### src/rtl/rr_logb_packer.sv
// rr_logb_packer: buffers logged bus cycles as records and serializes
// each into a header beat plus the payload slices of its valid channels.
module rr_logb_packer #(
  parameter int NUM_CH          = 3,
  parameter int CH_W            = 40,
  parameter int LOGE_CNT        = 5,
  parameter int OUT_W           = 32,
  parameter int DEPTH           = 8,
  parameter int ALMFUL_LO_SLACK = 4,
  parameter int ALMFUL_HI_SLACK = 2
) (
  input  logic                     clk,
  input  logic                     rst,
  input  logic [NUM_CH-1:0]        logb_valid,
  input  logic [NUM_CH*CH_W-1:0]   logb_data,
  input  logic [LOGE_CNT-1:0]      loge_valid,
  output logic                     logb_almful_lo,
  output logic                     logb_almful_hi,
  output logic                     out_valid,
  input  logic                     out_ready,
  output logic [OUT_W-1:0]         out_data,
  output logic                     out_last,
  output logic                     overflow
);

  localparam int BPC   = (CH_W + OUT_W - 1) / OUT_W;
  localparam int DW    = NUM_CH * CH_W;
  localparam int REC_W = LOGE_CNT + NUM_CH + DW;
  localparam int PW    = (DEPTH > 1) ? $clog2(DEPTH) : 1;
  localparam int CW    = $clog2(DEPTH + 1);
  localparam int IW    = (NUM_CH > 1) ? $clog2(NUM_CH) : 1;
  localparam int BW    = (BPC > 1) ? $clog2(BPC) : 1;

  generate
    if (OUT_W < NUM_CH + LOGE_CNT) begin : g_bad_out_w
      $error("OUT_W too narrow for header");
    end
    if (ALMFUL_HI_SLACK >= ALMFUL_LO_SLACK) begin : g_bad_slack
      $error("ALMFUL_HI_SLACK must be < ALMFUL_LO_SLACK");
    end
  endgenerate

  typedef enum logic [1:0] {IDLE, HDR, DATA} state_t;

  state_t            state, state_n;
  logic [IW-1:0]     ch, ch_n;
  logic [BW-1:0]     beat, beat_n;
  logic [REC_W-1:0]  cur, ld_rec;
  logic              load;
  logic [REC_W-1:0]  mem [DEPTH];
  logic [PW-1:0]     rd_ptr, wr_ptr, nxt_ptr;
  logic [CW-1:0]     count, count_n;

  logic [REC_W-1:0]      in_rec;
  logic                  rec_arrive, full, push, pop, hs;
  logic [LOGE_CNT-1:0]   cur_loge;
  logic [NUM_CH-1:0]     cur_vld;
  logic [DW-1:0]         cur_data;
  logic [BPC*OUT_W-1:0]  pad;
  logic [OUT_W-1:0]      hdr;
  logic                  first_ok, nxt_ok;
  logic [IW-1:0]         first_idx, nxt_idx;

  assign in_rec     = {loge_valid, logb_valid, logb_data};
  assign rec_arrive = (|logb_valid) || (|loge_valid);
  assign full       = (count == CW'(DEPTH));
  assign push       = rec_arrive && !full;
  assign hs         = out_valid && out_ready;
  assign pop        = hs && out_last;
  assign nxt_ptr    = rd_ptr + PW'(1);

  assign cur_loge = cur[REC_W-1 -: LOGE_CNT];
  assign cur_vld  = cur[DW +: NUM_CH];
  assign cur_data = cur[DW-1:0];

  always_comb begin
    first_ok  = 1'b0;
    first_idx = '0;
    nxt_ok    = 1'b0;
    nxt_idx   = '0;
    for (int i = NUM_CH - 1; i >= 0; i--) begin
      if (cur_vld[i]) begin
        first_ok  = 1'b1;
        first_idx = IW'(i);
      end
      if (cur_vld[i] && (i > int'(ch))) begin
        nxt_ok  = 1'b1;
        nxt_idx = IW'(i);
      end
    end
  end

  always_comb begin
    hdr = '0;
    hdr[NUM_CH-1:0]          = cur_vld;
    hdr[NUM_CH +: LOGE_CNT]  = cur_loge;
    pad = '0;
    pad[CH_W-1:0] = cur_data[ch*CH_W +: CH_W];
  end

  always_comb begin
    case ({push, pop})
      2'b10:   count_n = count + CW'(1);
      2'b01:   count_n = count - CW'(1);
      default: count_n = count;
    endcase
  end

  always_comb begin
    state_n   = state;
    ch_n      = ch;
    beat_n    = beat;
    load      = 1'b0;
    ld_rec    = mem[rd_ptr];
    out_valid = 1'b0;
    out_data  = '0;
    out_last  = 1'b0;
    unique case (state)
      IDLE: begin
        if (count != '0) begin
          state_n = HDR;
          load    = 1'b1;
        end else if (push) begin
          state_n = HDR;
          load    = 1'b1;
          ld_rec  = in_rec;
        end
      end
      HDR: begin
        out_valid = 1'b1;
        out_data  = hdr;
        out_last  = !first_ok;
        if (hs && first_ok) begin
          state_n = DATA;
          ch_n    = first_idx;
          beat_n  = '0;
        end
      end
      DATA: begin
        out_valid = 1'b1;
        out_data  = pad[beat*OUT_W +: OUT_W];
        out_last  = (beat == BW'(BPC - 1)) && !nxt_ok;
        if (hs && !out_last) begin
          if (beat != BW'(BPC - 1)) begin
            beat_n = beat + BW'(1);
          end else begin
            ch_n   = nxt_idx;
            beat_n = '0;
          end
        end
      end
      default: state_n = IDLE;
    endcase
    // On the final beat, chain straight into the next record's header
    if (pop) begin
      if (count > CW'(1)) begin
        state_n = HDR;
        load    = 1'b1;
        ld_rec  = mem[nxt_ptr];
      end else if (push) begin
        state_n = HDR;
        load    = 1'b1;
        ld_rec  = in_rec;
      end else begin
        state_n = IDLE;
      end
    end
  end

  always_ff @(posedge clk) begin
    if (push) mem[wr_ptr] <= in_rec;
  end

  always_ff @(posedge clk or posedge rst) begin
    if (rst) begin
      state          <= IDLE;
      ch             <= '0;
      beat           <= '0;
      cur            <= '0;
      rd_ptr         <= '0;
      wr_ptr         <= '0;
      count          <= '0;
      logb_almful_lo <= 1'b0;
      logb_almful_hi <= 1'b0;
      overflow       <= 1'b0;
    end else begin
      state  <= state_n;
      ch     <= ch_n;
      beat   <= beat_n;
      count  <= count_n;
      if (load) cur <= ld_rec;
      if (push) wr_ptr <= wr_ptr + PW'(1);
      if (pop)  rd_ptr <= nxt_ptr;
      logb_almful_lo <= (count_n >= CW'(DEPTH - ALMFUL_LO_SLACK));
      logb_almful_hi <= (count_n >= CW'(DEPTH - ALMFUL_HI_SLACK));
      if (rec_arrive && full) overflow <= 1'b1;
    end
  end

endmodule
### config.mk
export PLATFORM = sky130hd
export DESIGN_NAME = rr_logb_packer
export DESIGN_NICKNAME = d
export VERILOG_FILES = /design/src/rtl/rr_logb_packer.sv
export SDC_FILE = /design/constraint.sdc
export NUM_CORES = 2
export LEC_CHECK = 0
export BUFFER_PORTS_ARGS = -buffer_cell sky130_fd_sc_hd__clkbuf_2
export CAP_MARGIN = 25
export CORE_ASPECT_RATIO = 1.25
export CORE_MARGIN = 5
export CORE_UTILIZATION = 40
export CTS_CLUSTER_DIAMETER = 200
export DETAILED_ROUTE_END_ITERATION = 8
export PLACE_DENSITY = 0.55
export SLEW_MARGIN = 20
export SYNTH_ARGS = -nofsm -noshare
export SYNTH_HDL_FRONTEND = slang
export SYNTH_SLANG_ARGS = --single-unit
### constraint.sdc
create_clock -name clk -period 13.7 [get_ports clk]
set_input_delay 1.37 -clock clk [delete_from_list [all_inputs] [get_ports clk]]
set_output_delay 1.37 -clock clk [all_outputs]
set_load 0.005 [all_outputs]
# Word level (Yosys, flattened, before mapping)
# Memories as Yosys holds them, arrays and structs flattened.
# Cells that the tools add are included.
# op_classes
bitwise	0
n_div	0
n_eq_ne	11
shift	2
mux	42
mul	1
order_cmp	5
n_reduce_logical	23
addsub	5
# ops
operator	count
2-to-1 mux 128 bit	6
variable part select 120 x 9 -> 40 bit	1
case mux 32 bit (2 select lines)	1
variable part select 64 x 7 -> 32 bit	1
2-to-1 mux 2 bit	12
2-to-1 mux 1 bit	18
logical AND 1 bit	9
greater-or-equal comparator 4 x 3 -> 1 bit, second input constant	2
!= test 2 bit, second input constant	4
case mux 4 bit (2 select lines)	1
adder 3 x 1 -> 3 bit, second input constant	2
case mux 2 bit (3 select lines)	1
AND reduction 3 bit	2
multiplier 2 x 3 -> 5 bit, second input constant	1
OR reduction 5 bit	1
adder 4 x 1 -> 4 bit, second input constant	1
== test 2 x 1 -> 1 bit, second input constant	2
== test 2 bit, second input constant	2
== test 4 bit, second input constant	1
> comparator 4 x 1 -> 1 bit, second input constant	1
zero test 1 bit	4
!= test 4 bit, second input constant	1
case mux 1 bit (2 select lines)	2
case mux 2 bit (2 select lines)	1
other kinds (12)	12
# word_totals
ff_bits	146
output_inout_bits	37
ramBits	1024
mem_count	1
rom_bits	0
latchBits	0
in_bits	131
word_cells	100
# memory_table
name	words	word_bits	rd	rd_ports_with_merged_regs	wr	line_no	source
mem	8	128	2	0	1	50	logic [REC_W-1:0] mem [DEPTH];

# Depth between registers and ports, before layout
# logic_depth
depth_word	11
mapped_depth	15
ltp_nobuf	12

# Worst setup path after synthesis
# No wires, ideal clock.
# synth_path
path_kind	input to register
startpoint	in logb_valid[1]
endpoint	mem mem[2][0] in the netlist's numbering, enable pin
arrival_time_ns	14.836
setup_ns	0.973
t_required_ns	12.727
path_stages	4
path_buffers	0
slack_ns	-2.110
path_cell_list	nor4_2 -> nand2_1 -> nand2_1 -> nor4b_1
# synth_between
elab_chain_cells	5
# synth_lines
element	line_no	source
start, declared	14	input logic [NUM_CH-1:0] logb_valid,
OR reduction 3 bit	65	assign rec_arrive = (|logb_valid) || (|loge_valid);
logical OR 1 bit	65	
logical AND 1 bit	67	assign push = rec_arrive && !full;
2-to-1 mux 1 bit	171	if (push) mem[wr_ptr] <= in_rec;
2-to-1 mux 1 bit (implied by the code)	171	
end, declared	50	
# No other way between the ends.

# Worst setup path in the final report
# layout_path
startpoint	in logb_valid[1]
endpoint	mem mem[2][28] in the netlist's numbering, enable pin
# The elaborated chain is that of the path after synthesis.

==> results.sh <==
export IMPL_worst_pin_slew_ns=1.110
export IMPL_hold_slack_ns=0.4775
export IMPL_grt_max_degree=137
export IMPL_clockRootBuffer="clkbuf_16"
export IMPL_worst_setup_path_start_kind="input port"
export IMPL_crit_slowest_cell="buf_4"
export IMPL_cp_common_cell="buf_4"
export IMPL_synth_area_mux_share=0.2398
export IMPL_grt_first_pass_wirelength_um=241200
export IMPL_core_sq_mm=0.1386
export IMPL_pwr_share_clk=0.229
export IMPL_pin_count=168
export IMPL_htree_levels=3
export IMPL_netlist_cell_type_count=68
export IMPL_p_sw_frac=0.3529
export IMPL_place_gp_congestion=0.7664
export IMPL_synth_fp_nets=3398
export IMPL_syn_to_final_growth_pct=12.74
export IMPL_fin_crit_sh=0.3843
export IMPL_fin_skew_ns=0.02194
export IMPL_crit_chain="clkbuf_2, nor4_2, nand2_1, nand2_1, nor4b_4, buf_4, buf_4, buf_4"
export IMPL_use_met2=0.3914
export IMPL_slew_headroom=0.2600
export IMPL_drive_gt1_frac=0.3061
export IMPL_ys_flop_type="edfxtp_1"
export IMPL_synth_compound_area_share=0.07065
export IMPL_reg2reg_to="cur[75]"
export IMPL_synthCells=3255
export IMPL_grtUsageMet1=0.2923
export IMPL_fin_setup_tns_ns=0
export IMPL_final_nets=3495
export IMPL_grt_antenna_before_repair=22
export IMPL_first_global_vias=33792
export IMPL_rr_startpoint="rd_ptr[0]"
export IMPL_synthArstFlopShare=0.1248
export IMPL_met3_usage=0.03623
export IMPL_yosys_area_share_simple=0.04509
export IMPL_p_seq_frac=0.382
export IMPL_finalWirelength_um=166200
export IMPL_cts_tree="built"
export IMPL_yosysSeqAreaShare=0.6187
export IMPL_drc=0
export IMPL_powerDensity_mw_per_mm2=238.9
export IMPL_postCtsSetupRepairBufs=0
export IMPL_ys_ff_latch=1170
export IMPL_fin_crit_ns=5.265
export IMPL_startpoint="logb_valid[1]"
export IMPL_p_leak_nw=19.77
export IMPL_dr_first_iter_drc_count=2705
export IMPL_clkSinkCount=1170
export IMPL_ir_worst_vdd_mv=0.2019
export IMPL_final_setup_viol_count=0
export IMPL_clockBufferDepth=3
export IMPL_die_w_um=343.5
export IMPL_synth_top_family_by_area="multiplexers"
export IMPL_path_delay_family="buffers and inverters"
export IMPL_ff2ff_setup_slack_ns=8.69
export IMPL_drv_cap=0
export IMPL_synth_area_sq_mm=0.05561
export IMPL_synthAdderAreaFrac=0.002700
export IMPL_clk_latency_ns=0.74
export IMPL_slew_violations=0
export IMPL_path_class="in -> reg"
export IMPL_grt_overflow=0
export IMPL_worstRegToRegCells=8
export IMPL_dr_pass1_iters=7
export IMPL_status="completed"
export IMPL_rsz0062_at_grt="false"
export IMPL_finalHoldViolations=0
export IMPL_crit_cells=8
export IMPL_crit_fanout=47
export IMPL_hp_class="reg -> reg"
export IMPL_crit_arrival_ns=5.61
export IMPL_dieArea_sq_mm=0.1466
export IMPL_endpoint_kind="register"
export IMPL_busiest_layer="met2"
export IMPL_syn_avg_cell_area_sq_um=17.08
export IMPL_die_h_um=426.9
export IMPL_critPathRequiredTime_ns=14.05
export IMPL_grtUsageTotal=0.2259
export IMPL_yosysWarnings=0
export IMPL_critPathBufInv=4
export IMPL_cts_resized=0
export IMPL_cts_hold_buf=0
export IMPL_endpoint="mem[2][28]"
export IMPL_rows=153
export IMPL_p_comb_frac=0.389
export IMPL_vias=32519
export IMPL_start_util=0.4012
export IMPL_synth_edf_count=1024
export IMPL_clk_pin_slew_worst_paths_ns=0.06
export IMPL_max_freq_mhz=189.9
export IMPL_routedWlPerCell_um=31.20
export IMPL_portBuffers=167
export IMPL_switchingPower_mw=5.285
export IMPL_drtAntennaViolNets=0
export IMPL_synth_xor_xnor_area_share=0.0009450
export IMPL_numCtsBuffers=117
export IMPL_dp_hpwl_um=93610
export IMPL_via_per_inst=6.106
export IMPL_intPower_mw=9.690
export IMPL_cp_slowest_stage_delay_ns=0.85
logic make-up after synthesis:
group	Yosys count
xor+xnor	6
fa+ha+maj	12
flops	1170
buf+inv	279
compound gates	541
simple gates	568
mux	679
worst reg2reg max path: cells and delay by family (launching register included):
kind	cells	cell delay [ns]
buffers and inverters	4	3.05
DFF	1	0.72
muxes	1	0.59
AOI/OAI and AO/OA	2	0.39
and+or+nand+nor	1	0.14
per-layer routing:
metal,vias up,part of all wire
met5,-,0.00058
met4,12,0.032
met1,17519,0.40
met2,1076,0.51
met3,263,0.062
li1,13649,-
per-stage QoR:
stage | worst slack, ns | instances | instance area, sq um | power, mW | util
floorplan | 1.542 | 3255 | 55620 | 9.972 | -
global placement | 7.733 | 5090 | 58450 | 11.62 | 0.4217
detailed placement | 7.625 | 5090 | 58450 | 11.67 | 0.4217
CTS | 8.411 | 5313 | 62580 | 15.12 | 0.4515
global route | 8.223 | 5317 | 62670 | 15.75 | 0.4522
finish | 8.435 | 5326 | 62690 | 14.98 | 0.4523
cells in the final DEF (no fill, tap or decap), types with 31 or more instances in the layout:
cell type / instances
o21ai_0: 81
a22oi_1: 36
mux2i_1: 133
nor2b_1: 60
edfxtp_1: 1024
o31ai_1: 50
nor2_1: 213
mux4_2: 520
clkbuf_16: 119
clkbuf_2: 167
a21oi_1: 99
a211oi_2: 35
dfrtp_1: 142
a31oi_1: 31
buf_4: 62
nand2_1: 213
how the worst min path moves through the flow:
stage / from / endpoint / slack [ns] / depth (start not counted)
after floorplan: cur[32] / cur[32] / 0.44 / 2
after global placement: cur[12] / cur[12] / 0.46 / 2
after detailed placement: cur[12] / cur[12] / 0.47 / 2
after CTS: cur[12] / cur[12] / 0.48 / 2
after global routing: cur[8] / cur[8] / 0.51 / 2
final: cur[12] / cur[12] / 0.48 / 2
state kept, by name (all words and copies together) (netlist names), 2 cells and up:
register / cells
ch: 2
count: 4
cur: 128
rd_ptr: 3
state: 2
wr_ptr: 3
mem: 1024
power by group through the flow:
stage               Combinational (mW)  Sequential, mW  Clock, mW
detailed placement                5.87            5.80          0
finish                            5.83            5.72       3.43
floorplan                         4.33            5.65          0
global route                      6.29            5.80       3.65
CTS                               5.89            5.73       3.50
global placement                  5.85            5.77          0
cells in the mapped netlist (all sizes together), types with 3 or more instances:
cell type,count,area [sq um]
a211oi,51,563.0
a21boi,26,195.2
a21o,5,37.54
a21oi,101,505.5
a22o,27,236.5
a22oi,36,270.3
a2bb2oi,6,52.55
a31oi,31,193.9
buf,139,705.7
clkbuf,125,469.2
dfrtp,146,3654
edfxtp,1024,30750
ha,12,150.1
inv,14,52.55
mux2,26,292.8
mux2i,133,1331
mux4,520,11710
nand2,213,799.5
nand3,24,120.1
nand4,27,168.9
nor2,216,813.3
nor2b,60,375.4
nor3,6,35.03
nor4,4,52.55
o211ai,17,132.6
o21ai,86,434.2
o221ai,25,231.5
o22a,26,227.7
o22ai,16,100.1
o2bb2ai,14,122.6
o31ai,53,421.7
o32a,14,140.1
or2,3,18.77
xnor2,5,43.79
cell type report:
| type | count | area, sq um |
|---|---|---|
| Tap cell | 1860 | 2327 |
| Sequential cell | 1170 | 34420 |
| Antenna cell | 10 | 25.02 |
| Multi-Input combinational cell | 1806 | 20160 |
| Fill cell | 12086 | 75910 |
| Inverter | 15 | 63.81 |
| Clock inverter | 62 | 804.5 |
| Timing Repair Buffer | 242 | 1567 |
| Clock buffer | 161 | 3326 |
Note: power is estimated with default switching activity, not from simulation.
